File: src/rtl/seq_restoring_divider_pkg.sv
// Shared definitions for the sequential restoring divider: FSM state
// encodings, the default operand width and the sizing rule for the
// iteration counter.
package seq_restoring_divider_pkg;

  localparam int DEFAULT_WIDTH = 8;

  typedef enum logic [1:0] {
    IDLE = 2'd0,
    RUN  = 2'd1,
    DONE = 2'd2
  } state_t;

  // The counter must hold the value WIDTH itself, hence one extra bit.
  function automatic int count_width(input int width);
    return $clog2(width) + 1;
  endfunction

endpackage

File: src/rtl/seq_restoring_divider_div_step.sv
// One restoring-division iteration: subtract the divisor from the shifted
// partial remainder and keep the difference only if it did not go negative.
module div_step #(
  parameter int WIDTH = 8
) (
  input  logic [WIDTH:0]   shifted,
  input  logic [WIDTH-1:0] divisor,
  output logic [WIDTH-1:0] next_rem,
  output logic             q_bit
);

  logic [WIDTH:0] trial;

  // The partial remainder is always below the divisor, so the shifted value
  // is below twice the divisor and WIDTH+1 bits suffice to see the sign of
  // the trial difference. When the trial is negative the top shifted bit is
  // necessarily zero, so the low WIDTH bits are the kept remainder.
  always_comb begin
    trial    = shifted - {1'b0, divisor};
    q_bit    = ~trial[WIDTH];
    next_rem = q_bit ? trial[WIDTH-1:0] : shifted[WIDTH-1:0];
  end

endmodule

File: src/rtl/seq_restoring_divider.sv
// Sequential radix-2 restoring divider producing one quotient bit per clock.
// Optional feature macro: DIV_SIGNED_EN (two's complement operands,
// truncating division). Without it the divider is purely unsigned.
module seq_restoring_divider
  import seq_restoring_divider_pkg::*;
#(
  parameter int WIDTH = DEFAULT_WIDTH
) (
  input  logic             clk,
  input  logic             rst,
  input  logic             start,
  input  logic [WIDTH-1:0] A,
  input  logic [WIDTH-1:0] B,
  output logic             busy,
  output logic             done,
  output logic [WIDTH-1:0] Q,
  output logic [WIDTH-1:0] R,
  output logic             dz
);

  localparam int CW = count_width(WIDTH);

  state_t           state;
  logic [CW-1:0]    count;
  logic [WIDTH-1:0] rem;
  logic [WIDTH-1:0] quo;
  logic [WIDTH-1:0] divisor;

  logic [WIDTH-1:0] a_mag;
  logic [WIDTH-1:0] b_mag;
  logic [WIDTH-1:0] step_rem;
  logic             step_bit;
  logic [WIDTH-1:0] next_quo;
  logic [WIDTH-1:0] res_q;
  logic [WIDTH-1:0] res_r;

`ifdef DIV_SIGNED_EN
  logic a_neg;
  logic b_neg;

  // Operands enter the unsigned core as magnitudes; the signs are applied
  // again only when the result is committed.
  always_comb begin
    a_mag = A[WIDTH-1] ? -A : A;
    b_mag = B[WIDTH-1] ? -B : B;
  end

  // Quotient is negative when the signs differ; the remainder follows the
  // dividend. Most-negative / -1 falls out naturally as most-negative, rem 0.
  always_comb begin
    res_q = (a_neg ^ b_neg) ? -next_quo : next_quo;
    res_r = a_neg ? -step_rem : step_rem;
  end
`else
  // Unsigned build: operands feed the core directly.
  always_comb begin
    a_mag = A;
    b_mag = B;
    res_q = next_quo;
    res_r = step_rem;
  end
`endif

  // Shift the next dividend bit into the remainder and collect the new
  // quotient bit at the bottom of the dividend register.
  always_comb begin
    next_quo = {quo[WIDTH-2:0], step_bit};
  end

  div_step #(
    .WIDTH(WIDTH)
  ) u_step (
    .shifted (({rem, quo[WIDTH-1]})),
    .divisor (divisor),
    .next_rem(step_rem),
    .q_bit   (step_bit)
  );

  // Control FSM and datapath registers; results are only written when the
  // machine enters DONE so they hold steady between operations.
  always_ff @(posedge clk or posedge rst) begin
    if (rst) begin
      state   <= IDLE;
      count   <= '0;
      rem     <= '0;
      quo     <= '0;
      divisor <= '0;
      busy    <= 1'b0;
      done    <= 1'b0;
      Q       <= '0;
      R       <= '0;
      dz      <= 1'b0;
`ifdef DIV_SIGNED_EN
      a_neg   <= 1'b0;
      b_neg   <= 1'b0;
`endif
    end else begin
      case (state)
        IDLE: begin
          done <= 1'b0;
          if (start) begin
            divisor <= b_mag;
            quo     <= a_mag;
            rem     <= '0;
            count   <= CW'(WIDTH);
            busy    <= 1'b1;
            dz      <= 1'b0;
`ifdef DIV_SIGNED_EN
            a_neg   <= A[WIDTH-1];
            b_neg   <= B[WIDTH-1];
`endif
            if (B == '0) begin
              state <= DONE;
              done  <= 1'b1;
              Q     <= '1;
              R     <= A;
              dz    <= 1'b1;
            end else begin
              state <= RUN;
            end
          end
        end
        RUN: begin
          rem   <= step_rem;
          quo   <= next_quo;
          count <= count - CW'(1);
          if (count == CW'(1)) begin
            state <= DONE;
            done  <= 1'b1;
            Q     <= res_q;
            R     <= res_r;
          end
        end
        DONE: begin
          done  <= 1'b0;
          busy  <= 1'b0;
          state <= IDLE;
        end
        default: begin
          state <= IDLE;
          done  <= 1'b0;
          busy  <= 1'b0;
        end
      endcase
    end
  end

endmodule

File: config.mk
export PLATFORM = sky130hd
export DESIGN_NAME = seq_restoring_divider
export DESIGN_NICKNAME = d
export VERILOG_FILES = /design/src/rtl/seq_restoring_divider_pkg.sv /design/src/rtl/seq_restoring_divider_div_step.sv /design/src/rtl/seq_restoring_divider.sv
export SDC_FILE = /design/constraint.sdc
export NUM_CORES = 1
export LEC_CHECK = 0
export CORE_MARGIN = 1.5
export CORE_UTILIZATION = 60
export CTS_BUF_LIST = sky130_fd_sc_hd__clkbuf_4 sky130_fd_sc_hd__clkbuf_8
export DETAILED_ROUTE_END_ITERATION = 7
export PLACE_DENSITY = 0.87
export SLEW_MARGIN = 10
export SYNTH_ARGS = -nofsm -noshare
export SYNTH_HDL_FRONTEND = slang
export SYNTH_SLANG_ARGS = --single-unit
File: constraint.sdc
create_clock -name clk -period 8.2 [get_ports clk]
set_input_delay 1.64 -clock clk [delete_from_list [all_inputs] [get_ports clk]]
set_output_delay 1.64 -clock clk [all_outputs]
set_load 0.02 [all_outputs]
Word level (Yosys, flattened, before mapping)
Cells that the tools add are included.

storage, ports and cells
  word-level logic and storage cells = 52
  register bits = 49
  input bits = 19
  output and inout bits = 19

cells by class
  reductions and logical operators = 8
  $add $sub $neg = 2
  muxes and demuxes = 25
  bitwise gates (word level) = 2
  equality and inequality tests = 5

operators with widths
  cell                                                  number
  two-way mux 8 bit                                     9
  one-hot mux 8 bit (2 select lines)                    4
  subtractor 9 x 8 -> 9 bit                             1
  zero test 8 bit                                       1
  one-hot mux 4 bit (2 select lines)                    1
  AND reduction 2 bit                                   4
  two-way mux 2 bit                                     3
  inequality test 2 bit (second input constant)         3
  equality test 4 x 1 -> 1 bit (second input constant)  1
  two-way mux 1 bit                                     4
  two-way mux 4 bit                                     1
  one-hot mux 1 bit (2 select lines)                    2
  one-hot mux 2 bit (2 select lines)                    1
  AND reduction 4 bit                                   1
  subtractor 4 x 1 -> 4 bit (second input constant)     1
  equality test 2 x 1 -> 1 bit (second input constant)  1
  zero test 2 bit                                       1
  inverter 1 bit                                        2
  nonzero test 2 bit                                    1

Logic depth before layout (Yosys ltp)
  depth after elaboration = 4
  gate-level depth with buffers = 11
  gate-level depth less buffers = 10

Cells and area by module
A second synthesis with hierarchy kept.

second synthesis, totals
  cell total of the unflattened synthesis = 244
  area, all modules = 2646.3 µm²

by module, submodules not included
  module                 area an instance (µm²)  sequential area each (µm²)  times used  cells each
  seq_restoring_divider  2160.8                  1226.2                      1           186
  div_step               485.5                   0.0                         1           58

Worst setup path before layout
Ideal clock, no wire load.

  path kind = input to register
  start point = in start
  end point = reg R[1]
  data required time = 8.134 ns
  stages = 6
  buffers on the path = 2
  library setup time = 0.066 ns
  data arrival time = 2.810 ns
  setup slack = 5.324 ns
  path through = nand2_1 a21o_1 clkbuf_1 a21oi_2 clkbuf_1 o32a_1

on the way
  longest elaborated chain between the ends = 2

ends and longest elaborated chain
  what                             line                          text
  start, declared                  seq_restoring_divider.sv:11   input logic start,
  inequality test 2 bit (no line)  --
  AND reduction 4 bit (no line)    --
  end signal, assigned             seq_restoring_divider.sv:131  R <= res_r;
  end, declared                    seq_restoring_divider.sv:17   output logic [WIDTH-1:0] R,

Every way passes these cells.
A chain may end at the register's enable or synchronous reset.

Final worst setup path
  start point = in B[5]
  end point = reg R[5]

on the way
  longest elaborated chain between the ends = 3

ends and longest elaborated chain
  what                             line                          text
  start, declared                  seq_restoring_divider.sv:13   input logic [WIDTH-1:0] B,
  zero test 8 bit                  seq_restoring_divider.sv:112  if (B == '0) begin
  inequality test 2 bit (no line)  --
  AND reduction 4 bit (no line)    --

Every way passes these cells.

==> flow_metrics.py <==
metrics = {
    "pwr": {
        "p_per_area_nw_per_um2": 454.9,
        "vdd_drop_max_mv": 0.2372,
        "cellLeakagePower_nw": 1.386,
    },
    "sta": {
        "finalHoldWorstSlack_ns": 0.5108,
        "clock_skew_ns": 0.004263,
        "maxSlewViolCount": 0,
        "max_freq_ghz": 0.2619,
        "rsz0062_at_grt": "no",
        "slew_headroom_pct": 20.28,
        "hold_viol_final": 0,
        "fin_crit_sh_pct": 46.56,
        "tightest_slew_ns": 1.196,
        "layout_setup_ws_ns": 4.382,
        "final.setup.tns_ns": 0,
        "finalSetupViolations": 0,
        "fin_crit_ns": 3.818,
    },
    "placement": {
        "gp_congestion": 0.8909,
        "placed_cells": 370,
        "portBuffers": 37,
        "hpwl_mm": 4.115,
        "dp_slack_ns": 4.068,
    },
    "worst_setup_path": {
        "r2r_cells": 10,
        "critPathLaunchType": "input pin",
        "reg2reg_slack_ns": 5.24,
        "crit_required_ns": 8.44,
        "path_max_fanout": 28,
        "critPathKind": "in -> reg",
        "arrival_ns": 4.05,
        "end_kind": "flop",
        "timing.rr.start": "quo[7]",
        "r2r_end": "R[1]",
    },
    "global_route": {
        "grt_first_pass_wirelength_mm": 9.377,
        "gr-usage-met3_pct": 4.942,
        "grt_overflow": 0,
        "grt_max_degree": 50,
        "use_met1_pct": 34.01,
        "grt_usage_pct": 24.67,
        "antenna_found_initial": 0,
        "met2_usage_pct": 38.89,
        "first_global_vias": 1989,
        "busiest_layer": "met2",
    },
    "synthesis": {
        "synth.most_common_cell": "dfrtp_1",
        "synth_top_area_cell": "dfrtp_1",
        "ys.flop_type": "dfrtp_1",
        "synth.top_cell.area_share_pct": 46.20,
        "synth.area.top_cells": "dfrtp_1 46%, nor2_1 6.2%, nand2_1 5.8%, ha_1 4.7%, a21oi_1 4.5%",
        "async_flop_share_pct": 100.0,
        "synthCells": 293,
        "ys_types": 40,
        "synth_edf_count": 0,
        "syn_area_sq_um": 2654,
        "ys_ff_latch": 49,
        "yosysSeqAreaShare_pct": 46.20,
        "syn_avg_cell_area_sq_um": 9.057,
        "synth_common_cells": "49 x dfrtp_1, 44 x nor2_1, 41 x nand2_1, 24 x a21oi_1, 17 x o21ai_0",
        "yosysWarnings": 0,
        "syn_nets": 323,
    },
    "drt": {
        "dr.pass1.iters": 4,
        "via_count": 2239,
        "finalWirelength_mm": 5.896,
        "via_per_inst": 5.923,
        "drtIter0Drc": 167,
        "antenna_left": 0,
        "remaining_drc_errors": 0,
        "detail_route.wl_per_cell_um": 15.60,
    },
    "floorplanning": {
        "die_w_um": 69.51,
        "core_area_sq_um": 4294,
        "io_pins": 38,
        "initial_core_util_pct": 61.80,
        "fp-row-count": 24,
        "chipHeight_um": 69.51,
        "die-area_sq_um": 4831,
    },
    "clock_network": {
        "post_cts_buffers": 0,
        "cts_tree": "done",
        "cts_htree_levels": 2,
        "clk_latency_ns": 0.31,
        "hold_buffers": 0,
        "numCtsBuffers": 5,
        "clkSinkCount": 49,
        "cts-resized-gates": 0,
        "cts_buffer_depth": 2,
        "cts.clk_slew.worst_paths_ns": 0.09,
        "ctsRootBufferMaster": "clkbuf_8",
    },
    "worst_hold_path": {
        "hold_class": "reg -> reg",
        "hold_end": "divisor[7]",
        "min_path_cells": 1,
        "min-delay-start": "divisor[7]",
    },
    "final_layout": {
        "fin_nets": 355,
        "drive_gt1_share_pct": 7.669,
        "final_util_pct": 72.90,
        "num_antenna_cells": 0,
        "final_cells": 378,
        "area_delta_synth_final_pct": 17.96,
    },
    "run_status": {
        "status": "finished, final reports clean",
    },
    "flow_run": {
        "maxCapViolCount": 0,
    },
}
==> state kept, by name, indices dropped and copies added, names as in the netlist <==
register / count
dz: 1
state: 2
R: 8
quo: 8
count: 4
done: 1
Q: 8
rem: 8
divisor: 8
busy: 1
==> final cells by class <==
class,count,area (sq um)
sequential,49,1226
clock inverter,1,7.507
timing repair buffer,38,377.9
clock buffer,7,83.83
multi-input combinational,215,1310
fill,341,1164
inverter,16,60.06
tap,52,65.06
==> cell families after synthesis <==
group,after synthesis,synth area share [%]
XOR/XNOR,5,1.650
AO/OA/AOI/OAI,74,17.87
adder cells (fa/ha/maj),11,5.469
AND/OR/NAND/NOR,106,16.60
buffers and inverters,29,4.432
flip-flops,49,46.20
multiplexers,19,7.779
==> layer usage <==
metal / vias to the layer above / wire length [um]
li1: 1072 / -
met1: 1097 / 2753
met2: 63 / 2792
met3: 7 / 261
met4: 0 / 89
met5: - / 0
==> critical path, stage by stage <==
cell and delay, ns:
clkdlybuf4s50_1 0.42, nor4_1 0.32, nand2_1 0.32, a21oi_2 0.98, o2111ai_1 0.21, nand3_1 0.16
==> stage by stage <==
step / cell area [sq um] / power (mW)
finish: 3131 / 1.424
global route: 3131 / 1.528
CTS: 3131 / 1.414
detailed placement: 3039 / 1.263
global placement: 3039 / 1.229
floorplan: 2654 / 1.048
==> layout by cell type (no fill, tap or decap), types with 2 or more instances in the layout <==
master	instances
dfrtp_1	49
nor2_1	44
nand2_1	41
clkdlybuf4s50_1	37
a21oi_1	24
o21ai_0	17
inv_1	15
ha_1	10
mux2i_1	9
nand3_1	9
mux2_2	9
a21o_1	6
clkbuf_8	5
o211ai_1	4
o21ai_1	3
nor4_1	3
nor2b_1	3
a31oi_1	3
xnor2_1	3
o32a_1	3
a21oi_2	2
nor3_1	2
xor2_1	2
o21bai_1	2
o22ai_1	2
o2111ai_1	2
clkbuf_4	2
==> worst max-delay path by stage <==
| stage | start | to | cells past startpoint |
|---|---|---|---|
| 4_1_cts | B[5] | R[5] | 6 |
| 6_report | B[5] | R[5] | 6 |
| 2_1_floorplan | start | R[1] | 6 |
| 5_1_grt | B[5] | R[5] | 6 |
| 3_3_place_gp | B[5] | R[5] | 6 |
| 3_5_place_dp | B[5] | R[5] | 6 |
==> report_power, final <==
group          internal [mW]  total (mW)  switching, mW  leakage, nW
clock network         0.0672       0.149         0.0815       0.0453
registers              0.356       0.449         0.0932        0.576
logic                  0.356       0.827          0.470        0.765
total                  0.779        1.42          0.645         1.39
Note: power is estimated with default switching activity, not from simulation.
